--- src/rtl/pipeline_control_irq_vector_fetch_if.sv ---
// Bundle of the IRQ request/completion side and the shared load/store port
// used by the interrupt-vector fetch unit.
interface pipeline_control_irq_vector_fetch_if #(
   parameter int IRQ_NUM_W = 7
);
   logic [31:0]          iSYSREG_IDTR;
   logic                 iIRQ_START;
   logic [IRQ_NUM_W-1:0] iIRQ_NUM;
   logic                 oIRQ_READY;
   logic                 oFINISH;
   logic                 oFINISH_FAULT;
   logic [31:0]          oFINISH_HUNDLER;
   logic [31:0]          oFINISH_ATTR;
   logic [IRQ_NUM_W-1:0] oFINISH_NUM;
   logic                 oLDST_USE;
   logic                 oLDST_REQ;
   logic                 iLDST_BUSY;
   logic [1:0]           oLDST_ORDER;
   logic                 oLDST_RW;
   logic [31:0]          oLDST_ADDR;
   logic [31:0]          oLDST_DATA;
   logic                 iLDST_REQ;
   logic [31:0]          iLDST_DATA;

   modport master (
      output iSYSREG_IDTR, iIRQ_START, iIRQ_NUM,
      output iLDST_BUSY, iLDST_REQ, iLDST_DATA,
      input  oIRQ_READY, oFINISH, oFINISH_FAULT,
      input  oFINISH_HUNDLER, oFINISH_ATTR, oFINISH_NUM,
      input  oLDST_USE, oLDST_REQ, oLDST_ORDER,
      input  oLDST_RW, oLDST_ADDR, oLDST_DATA
   );

   modport slave (
      input  iSYSREG_IDTR, iIRQ_START, iIRQ_NUM,
      input  iLDST_BUSY, iLDST_REQ, iLDST_DATA,
      output oIRQ_READY, oFINISH, oFINISH_FAULT,
      output oFINISH_HUNDLER, oFINISH_ATTR, oFINISH_NUM,
      output oLDST_USE, oLDST_REQ, oLDST_ORDER,
      output oLDST_RW, oLDST_ADDR, oLDST_DATA
   );
endinterface

--- src/rtl/pipeline_control_irq_vector_fetch.sv ---
// Interrupt-vector fetch: reads an IDT entry (attribute, then handler)
// over the shared load/store port, with a one-deep pending request slot.
module pipeline_control_irq_vector_fetch #(
   parameter int IRQ_NUM_W   = 7,
   parameter int ENTRY_SHIFT = 3,
   parameter bit CHECK_ATTR  = 1'b1
) (
   input logic iCLOCK,
   input logic iRESET_SYNC,
   pipeline_control_irq_vector_fetch_if.slave bus
);

   typedef enum logic [2:0] {
      IDLE, REQ_ATTR, WAIT_ATTR, REQ_HND, WAIT_HND, DONE
   } state_t;

   state_t state, state_n;

   logic                 slot_v, slot_v_n;
   logic [IRQ_NUM_W-1:0] slot_num, slot_num_n;
   logic [IRQ_NUM_W-1:0] num_q, num_n;
   logic [31:0]          base_q, base_n;
   logic [31:0]          attr_q, attr_n;

   logic                 ready_q, finish_q, fault_q, use_q, req_q;
   logic                 fault_n;
   logic [31:0]          hnd_q, hnd_n, fattr_q, fattr_n;
   logic [31:0]          addr_q, addr_n;
   logic [IRQ_NUM_W-1:0] fnum_q, fnum_n;

   logic                 start_acc, launch;
   logic [IRQ_NUM_W-1:0] launch_num;
   state_t               first_req;

   // ready_q mirrors an empty slot, so an accepted start never meets a full slot
   assign start_acc  = bus.iIRQ_START && ready_q;
   assign launch     = (state == IDLE || state == DONE)
                    && (slot_v || start_acc);
   assign launch_num = slot_v ? slot_num : bus.iIRQ_NUM;
   assign first_req  = CHECK_ATTR ? REQ_ATTR : REQ_HND;

   always_ff @(posedge iCLOCK) begin
      if (iRESET_SYNC) state <= IDLE;
      else             state <= state_n;
   end

   always_comb begin
      state_n = state;
      unique case (state)
         IDLE:      if (launch) state_n = first_req;
         REQ_ATTR:  if (!bus.iLDST_BUSY) state_n = WAIT_ATTR;
         WAIT_ATTR: if (bus.iLDST_REQ)
                       state_n = bus.iLDST_DATA[0] ? REQ_HND : DONE;
         REQ_HND:   if (!bus.iLDST_BUSY) state_n = WAIT_HND;
         WAIT_HND:  if (bus.iLDST_REQ) state_n = DONE;
         DONE:      state_n = launch ? first_req : IDLE;
         default:   state_n = IDLE;
      endcase
   end

   always_comb begin
      slot_v_n   = slot_v;
      slot_num_n = slot_num;
      if (launch && slot_v) slot_v_n = 1'b0;
      if (start_acc && !launch) begin
         slot_v_n   = 1'b1;
         slot_num_n = bus.iIRQ_NUM;
      end

      num_n  = launch ? launch_num : num_q;
      base_n = launch
             ? bus.iSYSREG_IDTR + (32'(launch_num) << ENTRY_SHIFT)
             : base_q;

      attr_n = attr_q;
      if (state == WAIT_ATTR && bus.iLDST_REQ) attr_n = bus.iLDST_DATA;

      addr_n = addr_q;
      if (state_n == REQ_ATTR)     addr_n = base_n + 32'd4;
      else if (state_n == REQ_HND) addr_n = base_n;

      fault_n = fault_q;
      hnd_n   = hnd_q;
      fattr_n = fattr_q;
      fnum_n  = fnum_q;
      if (state_n == DONE) begin
         fnum_n = num_q;
         if (state == WAIT_ATTR) begin
            fault_n = 1'b1;
            hnd_n   = 32'h0;
            fattr_n = bus.iLDST_DATA;
         end else begin
            fault_n = 1'b0;
            hnd_n   = bus.iLDST_DATA;
            fattr_n = CHECK_ATTR ? attr_q : 32'h1;
         end
      end
   end

   always_ff @(posedge iCLOCK) begin
      if (iRESET_SYNC) begin
         slot_v   <= 1'b0;
         slot_num <= '0;
         num_q    <= '0;
         base_q   <= 32'h0;
         attr_q   <= 32'h0;
         ready_q  <= 1'b1;
         finish_q <= 1'b0;
         fault_q  <= 1'b0;
         use_q    <= 1'b0;
         req_q    <= 1'b0;
         hnd_q    <= 32'h0;
         fattr_q  <= 32'h0;
         addr_q   <= 32'h0;
         fnum_q   <= '0;
      end else begin
         slot_v   <= slot_v_n;
         slot_num <= slot_num_n;
         num_q    <= num_n;
         base_q   <= base_n;
         attr_q   <= attr_n;
         ready_q  <= !slot_v_n;
         finish_q <= (state_n == DONE);
         fault_q  <= fault_n;
         use_q    <= (state_n != IDLE);
         req_q    <= (state_n == REQ_ATTR) || (state_n == REQ_HND);
         hnd_q    <= hnd_n;
         fattr_q  <= fattr_n;
         addr_q   <= addr_n;
         fnum_q   <= fnum_n;
      end
   end

   assign bus.oIRQ_READY      = ready_q;
   assign bus.oFINISH         = finish_q;
   assign bus.oFINISH_FAULT   = fault_q;
   assign bus.oFINISH_HUNDLER = hnd_q;
   assign bus.oFINISH_ATTR    = fattr_q;
   assign bus.oFINISH_NUM     = fnum_q;
   assign bus.oLDST_USE       = use_q;
   assign bus.oLDST_REQ       = req_q;
   assign bus.oLDST_ORDER     = 2'b10;
   assign bus.oLDST_RW        = 1'b0;
   assign bus.oLDST_ADDR      = addr_q;
   assign bus.oLDST_DATA      = 32'h0;

endmodule

--- src/flat_wrapper.sv ---
// flat-port wrapper written by rule: the top's interface ports become plain ports
module pipeline_control_irq_vector_fetch_flat 
#(
   parameter int IRQ_NUM_W   = 7,
   parameter int ENTRY_SHIFT = 3,
   parameter bit CHECK_ATTR  = 1'b1
)
  (iCLOCK, iRESET_SYNC, bus_iSYSREG_IDTR, bus_iIRQ_START, bus_iIRQ_NUM, bus_iLDST_BUSY, bus_iLDST_REQ, bus_iLDST_DATA, bus_oIRQ_READY, bus_oFINISH, bus_oFINISH_FAULT, bus_oFINISH_HUNDLER, bus_oFINISH_ATTR, bus_oFINISH_NUM, bus_oLDST_USE, bus_oLDST_REQ, bus_oLDST_ORDER, bus_oLDST_RW, bus_oLDST_ADDR, bus_oLDST_DATA);
  pipeline_control_irq_vector_fetch_if #(.IRQ_NUM_W(IRQ_NUM_W)) bus_i ();
  input logic iCLOCK;
  input logic iRESET_SYNC;
  input wire logic [$bits(bus_i.iSYSREG_IDTR)-1:0] bus_iSYSREG_IDTR;
  input wire logic [$bits(bus_i.iIRQ_START)-1:0] bus_iIRQ_START;
  input wire logic [$bits(bus_i.iIRQ_NUM)-1:0] bus_iIRQ_NUM;
  input wire logic [$bits(bus_i.iLDST_BUSY)-1:0] bus_iLDST_BUSY;
  input wire logic [$bits(bus_i.iLDST_REQ)-1:0] bus_iLDST_REQ;
  input wire logic [$bits(bus_i.iLDST_DATA)-1:0] bus_iLDST_DATA;
  output wire logic [$bits(bus_i.oIRQ_READY)-1:0] bus_oIRQ_READY;
  output wire logic [$bits(bus_i.oFINISH)-1:0] bus_oFINISH;
  output wire logic [$bits(bus_i.oFINISH_FAULT)-1:0] bus_oFINISH_FAULT;
  output wire logic [$bits(bus_i.oFINISH_HUNDLER)-1:0] bus_oFINISH_HUNDLER;
  output wire logic [$bits(bus_i.oFINISH_ATTR)-1:0] bus_oFINISH_ATTR;
  output wire logic [$bits(bus_i.oFINISH_NUM)-1:0] bus_oFINISH_NUM;
  output wire logic [$bits(bus_i.oLDST_USE)-1:0] bus_oLDST_USE;
  output wire logic [$bits(bus_i.oLDST_REQ)-1:0] bus_oLDST_REQ;
  output wire logic [$bits(bus_i.oLDST_ORDER)-1:0] bus_oLDST_ORDER;
  output wire logic [$bits(bus_i.oLDST_RW)-1:0] bus_oLDST_RW;
  output wire logic [$bits(bus_i.oLDST_ADDR)-1:0] bus_oLDST_ADDR;
  output wire logic [$bits(bus_i.oLDST_DATA)-1:0] bus_oLDST_DATA;
  assign bus_i.iSYSREG_IDTR = bus_iSYSREG_IDTR;
  assign bus_i.iIRQ_START = bus_iIRQ_START;
  assign bus_i.iIRQ_NUM = bus_iIRQ_NUM;
  assign bus_i.iLDST_BUSY = bus_iLDST_BUSY;
  assign bus_i.iLDST_REQ = bus_iLDST_REQ;
  assign bus_i.iLDST_DATA = bus_iLDST_DATA;
  assign bus_oIRQ_READY = bus_i.oIRQ_READY;
  assign bus_oFINISH = bus_i.oFINISH;
  assign bus_oFINISH_FAULT = bus_i.oFINISH_FAULT;
  assign bus_oFINISH_HUNDLER = bus_i.oFINISH_HUNDLER;
  assign bus_oFINISH_ATTR = bus_i.oFINISH_ATTR;
  assign bus_oFINISH_NUM = bus_i.oFINISH_NUM;
  assign bus_oLDST_USE = bus_i.oLDST_USE;
  assign bus_oLDST_REQ = bus_i.oLDST_REQ;
  assign bus_oLDST_ORDER = bus_i.oLDST_ORDER;
  assign bus_oLDST_RW = bus_i.oLDST_RW;
  assign bus_oLDST_ADDR = bus_i.oLDST_ADDR;
  assign bus_oLDST_DATA = bus_i.oLDST_DATA;
  pipeline_control_irq_vector_fetch #(.IRQ_NUM_W(IRQ_NUM_W), .ENTRY_SHIFT(ENTRY_SHIFT), .CHECK_ATTR(CHECK_ATTR)) u_core (.iCLOCK(iCLOCK), .iRESET_SYNC(iRESET_SYNC), .bus(bus_i));
endmodule
--- config.mk ---
export PLATFORM = sky130hd
export DESIGN_NAME = pipeline_control_irq_vector_fetch_flat
export DESIGN_NICKNAME = d
export VERILOG_FILES = /design/src/rtl/pipeline_control_irq_vector_fetch_if.sv /design/src/rtl/pipeline_control_irq_vector_fetch.sv /design/src/flat_wrapper.sv
export SDC_FILE = /design/constraint.sdc
export NUM_CORES = 1
export LEC_CHECK = 0
export CAP_MARGIN = 20
export CORE_ASPECT_RATIO = 1.75
export CORE_MARGIN = 3
export CORE_UTILIZATION = 40
export CTS_BUF_LIST = sky130_fd_sc_hd__clkbuf_16
export CTS_CLUSTER_SIZE = 14
export DETAILED_ROUTE_END_ITERATION = 10
export GPL_ROUTABILITY_DRIVEN = 0
export PLACE_DENSITY = 0.69
export SETUP_SLACK_MARGIN = 0.5
export SLEW_MARGIN = 20
export SYNTH_ARGS = -nofsm -noshare
export SYNTH_HDL_FRONTEND = slang
export SYNTH_SLANG_ARGS = --single-unit
--- constraint.sdc ---
create_clock -name iCLOCK -period 4.35 [get_ports iCLOCK]
set_input_delay 0.6525 -clock iCLOCK [delete_from_list [all_inputs] [get_ports iCLOCK]]
set_output_delay 0.6525 -clock iCLOCK [all_outputs]
set_load 0.01 [all_outputs]
After elaboration in Yosys (flattened, before gate mapping):

Cells that the tools add are included.

* register bits: 190
* bits of input ports: 76
* output and inout bits: 143
* word-level logic and storage cells: 55

* add/sub/neg operators: 2
* equality and inequality tests: 8
* mux-type cells: 17
* reduce and logical (&&, ||, !) cells: 13

Operators with widths (count)
* $mux 32: 5
* $add 32x10->32: 1
* $add 32x3->32 const B: 1
* $mux 3: 6
* $pmux 3 s6: 1
* $eq 3x2->1 const B: 3
* $eq 3x3->1 const B: 3
* $mux 7: 1
* $eq 3x1->1 const B: 2
* $logic_and 1x1->1: 5
* $mux 1: 4
* $logic_not 3->1: 1
* $logic_or 1x1->1: 3
* $reduce_bool 3->1: 1
* $logic_not 1->1: 2
* $reduce_bool 2->1: 1

Longest topological paths before layout:

Gate-level depths: netlist of the first run.

* depth in word-level cells: 8
* gate-level depth with buffers: 18
* mapped depth without buffers: 12

Worst setup path before layout of the first run:

No wires, ideal clock.

* kind: input-to-reg
* start point: in bus_iIRQ_NUM[0]
* end point: reg u_core.addr_q[31] (netlist: u_core.bus.oLDST_ADDR[31])
* setup time: 0.062 ns
* arrival: 3.939 ns
* data required time: 4.288 ns
* path slack: 0.349 ns
* stages on the path: 12
* buffers on the path: 0
* path through: mux2_2 -> ha_1 -> fa_1 -> a211oi_2 -> o21ai_0 -> a31o_1 -> a31o_1 -> a211oi_2 -> nor4b_1 -> nand3_1 -> or4_1 -> nand3_1

* cells in the longest elaborated chain, start to end: 5
* elaborated cells on any way between the ends: 6
* those cells by class: add/sub: 2; mux: 4

RTL lines
* from (decl): line flat_wrapper.sv:14 `input wire logic [$bits(bus_i.iIRQ_NUM)-1:0] bus_iIRQ_NUM;`
* $mux 7 *: line pipeline_control_irq_vector_fetch.sv:39 `assign launch_num = slot_v ? slot_num : bus.iIRQ_NUM;`
* $add 32x10->32 *: line pipeline_control_irq_vector_fetch.sv:72 `? bus.iSYSREG_IDTR + (32'(launch_num) << ENTRY_SHIFT)`
* $mux 32 *: line pipeline_control_irq_vector_fetch.sv:72
* $add 32x3->32 or $mux 32 (tied branches): line pipeline_control_irq_vector_fetch.sv:79, pipeline_control_irq_vector_fetch.sv:80
* $mux 32 *: line pipeline_control_irq_vector_fetch.sv:79 `if (state_n == REQ_ATTR) addr_n = base_n + 32'd4;`
* to (signal assigned): line pipeline_control_irq_vector_fetch.sv:129 `addr_q <= addr_n;`
* to (decl): line pipeline_control_irq_vector_fetch.sv:28 `logic [31:0] addr_q, addr_n;`

Every way passes the cells marked *; elsewhere a longest branch is shown, timed or not. The select of a mux whose other input is x is not followed.
A chain may end at the register's enable or synchronous reset.

Worst setup path in the final report of the first run:

* start point: in bus_iIRQ_NUM[5]
* end point: reg u_core.addr_q[28] (netlist: u_core.bus.oLDST_ADDR[28])

* cells in the longest elaborated chain, start to end: 5
* elaborated cells on any way between the ends: 6
* those cells by class: add/sub: 2; mux: 4

RTL lines
* $mux 7 *: line pipeline_control_irq_vector_fetch.sv:39
* named net u_core.launch_num[5]: line pipeline_control_irq_vector_fetch.sv:32 `logic [IRQ_NUM_W-1:0] launch_num;`
* $add 32x10->32 *: line pipeline_control_irq_vector_fetch.sv:72
* $mux 32 *: line pipeline_control_irq_vector_fetch.sv:72
* $add 32x3->32 or $mux 32 (tied branches): line pipeline_control_irq_vector_fetch.sv:79, pipeline_control_irq_vector_fetch.sv:80
* $mux 32 *: line pipeline_control_irq_vector_fetch.sv:79

Mark *: on every way through the listed nets, which the timed path passes. The rest lies on a longest branch. The select of a mux whose other input is x is not followed.

==> metrics, run 1 <==
Tot GR Track Use=roughly 21%; register bit total from synthesis=190; library cells used by synthesis=76; Antenna Nets Post-Route=0; DRC=0; Worst Setup SP=bus_iIRQ_NUM[5]; clock transition at the registers of the reported paths=0.08 ns; register-to-register setup slack=0.61 ns; synth top area cells=dfxtp_1 42%, nor2_1 6.5%, mux2i_1 6.1%, nand2_1 5.0%, a211oi_1 4.2%; Die X=about 120 µm; Clock Skews=~0.012 ns; status=complete, no violations; fmax=around 260 MHz; DRT Pass-1 Iters=5; I/O Buffers=approximately 180; R2R Path End=u_core.bus.oLDST_ADDR[29]$_SDFFE_PP0P_; post-synthesis sequential area ratio=42.3%; CTS max path bufs=2; worst setup path endpoint=u_core.bus.oLDST_ADDR[28]$_SDFFE_PP0P_; die area=approximately 24,000 µm²; ys flop type=dfxtp_1; DP Wirelength=18,100 µm; crit path launch type=primary input; RSZ-0062 raised after global routing=no; Pwr Density=a little over 400 nW/µm²; Syn Std Cell Area=between 8000 and 9000 µm²; CORE AREA=roughly 22,000 µm²; Design Power=slightly below 5 mW; cells after synthesis=between 1,000 and 1,500; final hold slack=between 0.4 and 0.5 ns; row cnt=a little over 70; H-tree Lvls=4; clock sinks=190; vias in the first global route=around 7,900; HP Class=reg2reg; Num CTS Buffers=17; initial antenna violation count=0; fill count=between 2,000 and 2,500; Worst EP arrival=around 4.2 ns; area leader, netlist=dfxtp_1; # diodes=0; Area Growth Syn to Fin=35.5%; number of synthesized flops with an enable pin=0; FFs w/ async S/R, synth=0%; fin nets=around 1,300; reg2reg start=u_core.slot_v$_SDFF_PP0_; maximum VDD drop=0.250 mV; Finished Layout Cells=around 1,600; largest net degree at the start of global routing=84; Synthesis Warnings=0; CTS tree=built; Final setup viols=0; Worst-Skew Late Latency=0.44 ns; Finished Cell Area=about 12,000 µm²; top-count cell post-synth=dfxtp_1; reg2reg path depth=15; placed insts=approximately 1,500; die height=just over 200 µm; worst-path fanout max=5; Final Max Slew Viols=0; WL/cell=between 15 and 20 µm; initial core utilization=between 40% and 50%; DR vias=approximately 8,100; crit end category=register; final wirelength=roughly 26,000 µm; vias per std cell=around 5.2; layout cells sized above 1=14.2%; root buf cell=clkbuf_16; first-pass GRT wire length=around 40,000 µm; CP Class=in2reg; Req. time, crit path=4.72 ns; synthesized area per cell=8.73 µm²; Worst slew margin=40.1%; Fin. Hold Viols=0; Max Cap Viol=0; Leak=4.47 nW; Yosys top cell area share=42.3%; Util after Layout=a little under three fifths; Cell Area, Placed=between 10,000 and 15,000 µm²; Overflow after GRT=0; fin crit share=87.2%; initial DRC count=between 500 and 600; fin crit period=3.79 ns; Tightest Pin Transition=between 0.8 and 0.9 ns; Commonest cells post-synth=190 x dfxtp_1, 155 x nor2_1, 120 x nand2_1; Ports=219
## worst min path at each step
stage | startpoint | end | slack (ns) | cells after the start
2_1_floorplan | u_core.num_q[0]$_SDFFE_PP0P_ | u_core.bus.oFINISH_NUM[0]$_SDFFE_PP0P_ | 0.43 | 2
3_3_place_gp | u_core.bus.oLDST_ADDR[7]$_SDFFE_PP0P_ | u_core.bus.oLDST_ADDR[7]$_SDFFE_PP0P_ | 0.44 | 2
3_5_place_dp | u_core.bus.oLDST_ADDR[13]$_SDFFE_PP0P_ | u_core.bus.oLDST_ADDR[13]$_SDFFE_PP0P_ | 0.45 | 2
4_1_cts | u_core.bus.oLDST_ADDR[13]$_SDFFE_PP0P_ | u_core.bus.oLDST_ADDR[13]$_SDFFE_PP0P_ | 0.45 | 2
5_1_grt | u_core.bus.oLDST_ADDR[13]$_SDFFE_PP0P_ | u_core.bus.oLDST_ADDR[13]$_SDFFE_PP0P_ | 0.47 | 2
6_report | u_core.bus.oLDST_ADDR[4]$_SDFFE_PP0P_ | u_core.bus.oLDST_ADDR[4]$_SDFFE_PP0P_ | 0.45 | 2
## placed cells by master, fill, tap and decap left out, drive strengths merged, types with 17 or more instances in the layout
master,synthesis,routed
a22oi,35,35
mux2i,55,55
conb,2,35
o21ai,17,17
buf,46,86
nor2,155,155
nand2,120,120
a21oi,71,71
xnor2,21,21
clkbuf,61,17
clkdlybuf4s50,0,176
nor3,17,17
a211oi,54,54
dfxtp,190,190
nand3,20,20
## state kept, by name (all words and copies together) (netlist names)
register,flops
u_core.bus.oIRQ_READY,1
u_core.bus.oLDST_ADDR,32
u_core.bus.oFINISH_NUM,7
u_core.slot_v,1
u_core.bus.oFINISH,1
u_core.bus.oLDST_USE,1
u_core.num_q,7
u_core.attr_q,32
u_core.bus.oFINISH_HUNDLER,32
u_core.state,3
u_core.slot_num,7
u_core.bus.oFINISH_FAULT,1
u_core.bus.oLDST_REQ,1
u_core.base_q,32
u_core.bus.oFINISH_ATTR,32
## cell type report
class	instances	area, µm²	area share (%)
well taps	296	370	3.04
clock inverters	14	166	1.37
multi-input cells	754	4840	39.8
inverters	12	45.0	0.370
flip-flops and latches	190	3810	31.3
repair buffers	268	2520	20.7
clock buffers	17	425	3.49
## cells by family (layout without fill, tap and decap cells)
kind of cell / count (synthesis) / after routing / share of synthesized area (%)
and+or+nand+nor: 385 / 385 / 20.1
muxes: 62 / 62 / 7.00
AOI/OAI and AO/OA: 226 / 226 / 17.9
DFF: 190 / 190 / 42.3
buffers and inverters: 119 / 311 / 7.49
other: 2 / 35 / 0.0836
adders and majority gates: 9 / 9 / 1.34
xor gates and xnor gates: 37 / 37 / 3.81
## metal layers
layer,vias to the layer above,wire length (µm),track usage [%]
li1,3962,-,-
met1,3799,9540,21.7
met2,281,13700,38.2
met3,64,1430,4.51
met4,0,967,10.1
met5,-,0,0
## metrics by stage
stage	setup TNS, ns	setup WS, ns
after detailed placement	-0.143	-0.0422
after CTS	0	0.518
after global placement	0	0.00348
after floorplan	0	0.501
final	0	0.558
after global routing	0	0.464
## worst max-delay path: stages
cell and delay [ns]:
clkdlybuf4s50_1 0.43, mux2_4 0.31, ha_4 0.28, o211ai_1 0.12, o21a_2 0.29, or4_1 0.48, a31o_1 0.26, a211oi_4 0.23
and4bb_4 0.30, nand4b_4 0.12, or4b_1 0.52, a31oi_1 0.16
## power breakdown
part	total (mW)	internal [mW]	switching (mW)
sequential	1.98	1.89	0.0839
combinational	1.33	0.625	0.705
clock	1.59	0.903	0.690
## timing repair
action	CTS	global route
setup endpoints to repair	12	14
resized for setup	19	29
hold buffers	0	0
pin swaps	10	17
setup buffers	5	9
Power figures use the tool's default switching activity.
==> run 2, diff against run 1 <==
--- a/config.mk
+++ b/config.mk
@@ -6,7 +6,6 @@
 export NUM_CORES = 1
 export LEC_CHECK = 0
 export CAP_MARGIN = 20
-export CORE_ASPECT_RATIO = 1.75
 export CORE_MARGIN = 3
 export CORE_UTILIZATION = 40
 export CTS_BUF_LIST = sky130_fd_sc_hd__clkbuf_16
@@ -14,7 +13,7 @@
 export DETAILED_ROUTE_END_ITERATION = 10
 export GPL_ROUTABILITY_DRIVEN = 0
 export PLACE_DENSITY = 0.69
-export SETUP_SLACK_MARGIN = 0.5
+export SETUP_SLACK_MARGIN = 0.15
 export SLEW_MARGIN = 20
 export SYNTH_ARGS = -nofsm -noshare
 export SYNTH_HDL_FRONTEND = slang
==> run 2 against run 1 <==
Effect of this change:
- register-to-register slack worse by 0.21 ns
- clock power up 3%
- sequential power about the same
- critical endpoint unchanged
- largest power group unchanged
==> metrics, run 2 (synthesis results as in run 1) <==
post-cts hold buffer count=0; fmax=between 200 and 250 MHz; final wirelength=around 24,000 µm; vias per std cell=between 5 and 6; Cell Chain, Critical Path=clkdlybuf4s50_1 > mux2_2 > ha_1 > fa_1 > a211oi_2 > o21ai_1 > o21ai_1 > o2bb2ai_1 > o32a_4 > buf_4 > nor4b_4 > nand4b_4 > or4b_1 > a31oi_1; root buf cell=clkbuf_16; HP Class=reg2reg; Leak=4.32 nW; maximum VDD drop=just over 0.3 mV; Worst slew margin=about 36%; commonest non-fill, non-tap cells in the layout=189 x dfxtp_1, 182 x clkdlybuf4s50_1, 155 x nor2_1; WL/cell=between 15 and 20 µm; die height=between 150 and 200 µm; Finished Cell Area=between 10,000 and 15,000 µm²; Final Max Slew Viols=0; fin crit period=between 4 and 5 ns; CTS tree=built; DRT Pass-1 Iters=6; vias in the first global route=~7,300; critical path's most frequent cell=o21ai_1; Clock Skews=0.0124 ns; Die X=about 160 µm; initial DRC count=500; Antenna Nets Post-Route=0; RSZ-0062 raised after global routing=no; DR vias=7,876; status=complete, no violations; first-pass GRT wire length=about 38,000 µm; DRC=0; Final setup viols=0; CTS max path bufs=2; Cell Area, Placed=between 10,000 and 15,000 µm²; Max Cap Viol=0; DP Wirelength=~17,000 µm; final hold slack=~0.46 ns; CP Class=in2reg; crit path max-delay cell type=or4b_1; crit end category=register; worst-path fanout max=4; fin nets=1,313; Ports=219; Fin. Hold Viols=0; initial core utilization=40.9%; setup TNS=0 ns; Req. time, crit path=roughly 4.7 ns; I/O Buffers=183; Area Growth Syn to Fin=32.1%; Pwr Density=411 nW/µm²; layout cells sized above 1=between 10% and 20%; Max stage delay on crit path=roughly 0.53 ns; Worst-Skew Late Latency=between 0.4 and 0.5 ns; row cnt=54; die area=~24,000 µm²; final worst slack=0.327 ns; Tot GR Track Use=about 19%; CORE AREA=between 20,000 and 25,000 µm²; # diodes=0; Tightest Pin Transition=between 0.9 and 1 ns; Overflow after GRT=0; Design Power=4.88 mW; pre-CTS setup slack=-0.186 ns; fin crit share=92.5%; H-tree Lvls=4; Num CTS Buffers=17; clock transition at the registers of the reported paths=0.08 ns; clock sinks=190; Worst EP arrival=~4.4 ns; crit path launch type=primary input; initial antenna violation count=0; largest net degree at the start of global routing=113; most common cell after layout, fill and taps aside=dfxtp_1
## run 2: cell types whose count changed in the layout (fill, tap and decap cells not counted), moves of 3 or more
cell             delta
buf_4              -10
clkdlybuf4s50_1     +6
ha_1                +6
ha_4                -6
mux2_2              +6
mux2_4              -6
buf_6               -5
dlymetal6s2s_1      -5
clkinv_8            +4
o21ai_2             -4
clkinv_2            -3
o21ai_1             +3
## run 2: cell type report
| class | count | area (µm²) |
|---|---|---|
| Inverter | 12 | 45.0 |
| Fill cell | 2026 | 10100 |
| Timing Repair Buffer | 253 | 2380 |
| Sequential cell | 190 | 3800 |
| Multi-Input combinational cell | 754 | 4660 |
| Tap cell | 280 | 350 |
| Clock buffer | 17 | 425 |
| Clock inverter | 15 | 205 |
## run 2: per-layer routing
metal | track usage (%) | part of all wire [%]
met4 | 5.93 | 2.0
met5 | 0 | 0
met2 | 29.5 | 45
met3 | 5.80 | 7.0
met1 | 26.7 | 46
## run 2: worst paths after layout
path              cells after the start                                     end  slack (ns)                           from
setup / recovery                     14  u_core.bus.oLDST_ADDR[28]$_SDFFE_PP0P_        0.33                bus_iIRQ_NUM[0]
hold / removal                        2           u_core.attr_q[2]$_SDFFE_PP0P_        0.46  u_core.attr_q[2]$_SDFFE_PP0P_
setup reg to reg                     12  u_core.bus.oLDST_ADDR[28]$_SDFFE_PP0P_        0.40       u_core.slot_v$_SDFF_PP0_
hold reg to reg                       2           u_core.attr_q[2]$_SDFFE_PP0P_        0.46  u_core.attr_q[2]$_SDFFE_PP0P_
## run 2: per-stage QoR
step / utilization, % / cells
after floorplan: - / 1063
after global placement: 51.1 / 1486
after detailed placement: 51.1 / 1486
after CTS: 53.9 / 1518
after global routing: 54.1 / 1521
final: 54.1 / 1521
## run 2: what timing repair did
| item | 4_1_cts | 5_1_grt |
|---|---|---|
| setup buffers | 0 | 3 |
| hold endpoints to repair | 0 | 0 |
| endpoints found under the setup margin | 0 | 10 |
| gates resized for setup | 0 | 4 |
## run 2: power by group
part | internal [mW] | switching, mW
registers | 1.89 | 0.0955
logic | 0.579 | 0.686
clock network | 0.844 | 0.782
total | 3.31 | 1.56
## run 2: critical path: cells and delay by family
kind	cells	cell delay, ns
adders and majority gates	2	0.60
AOI/OAI and AO/OA	6	1.21
muxes	1	0.29
and+or+nand+nor	3	1.01
buffers and inverters	2	0.60
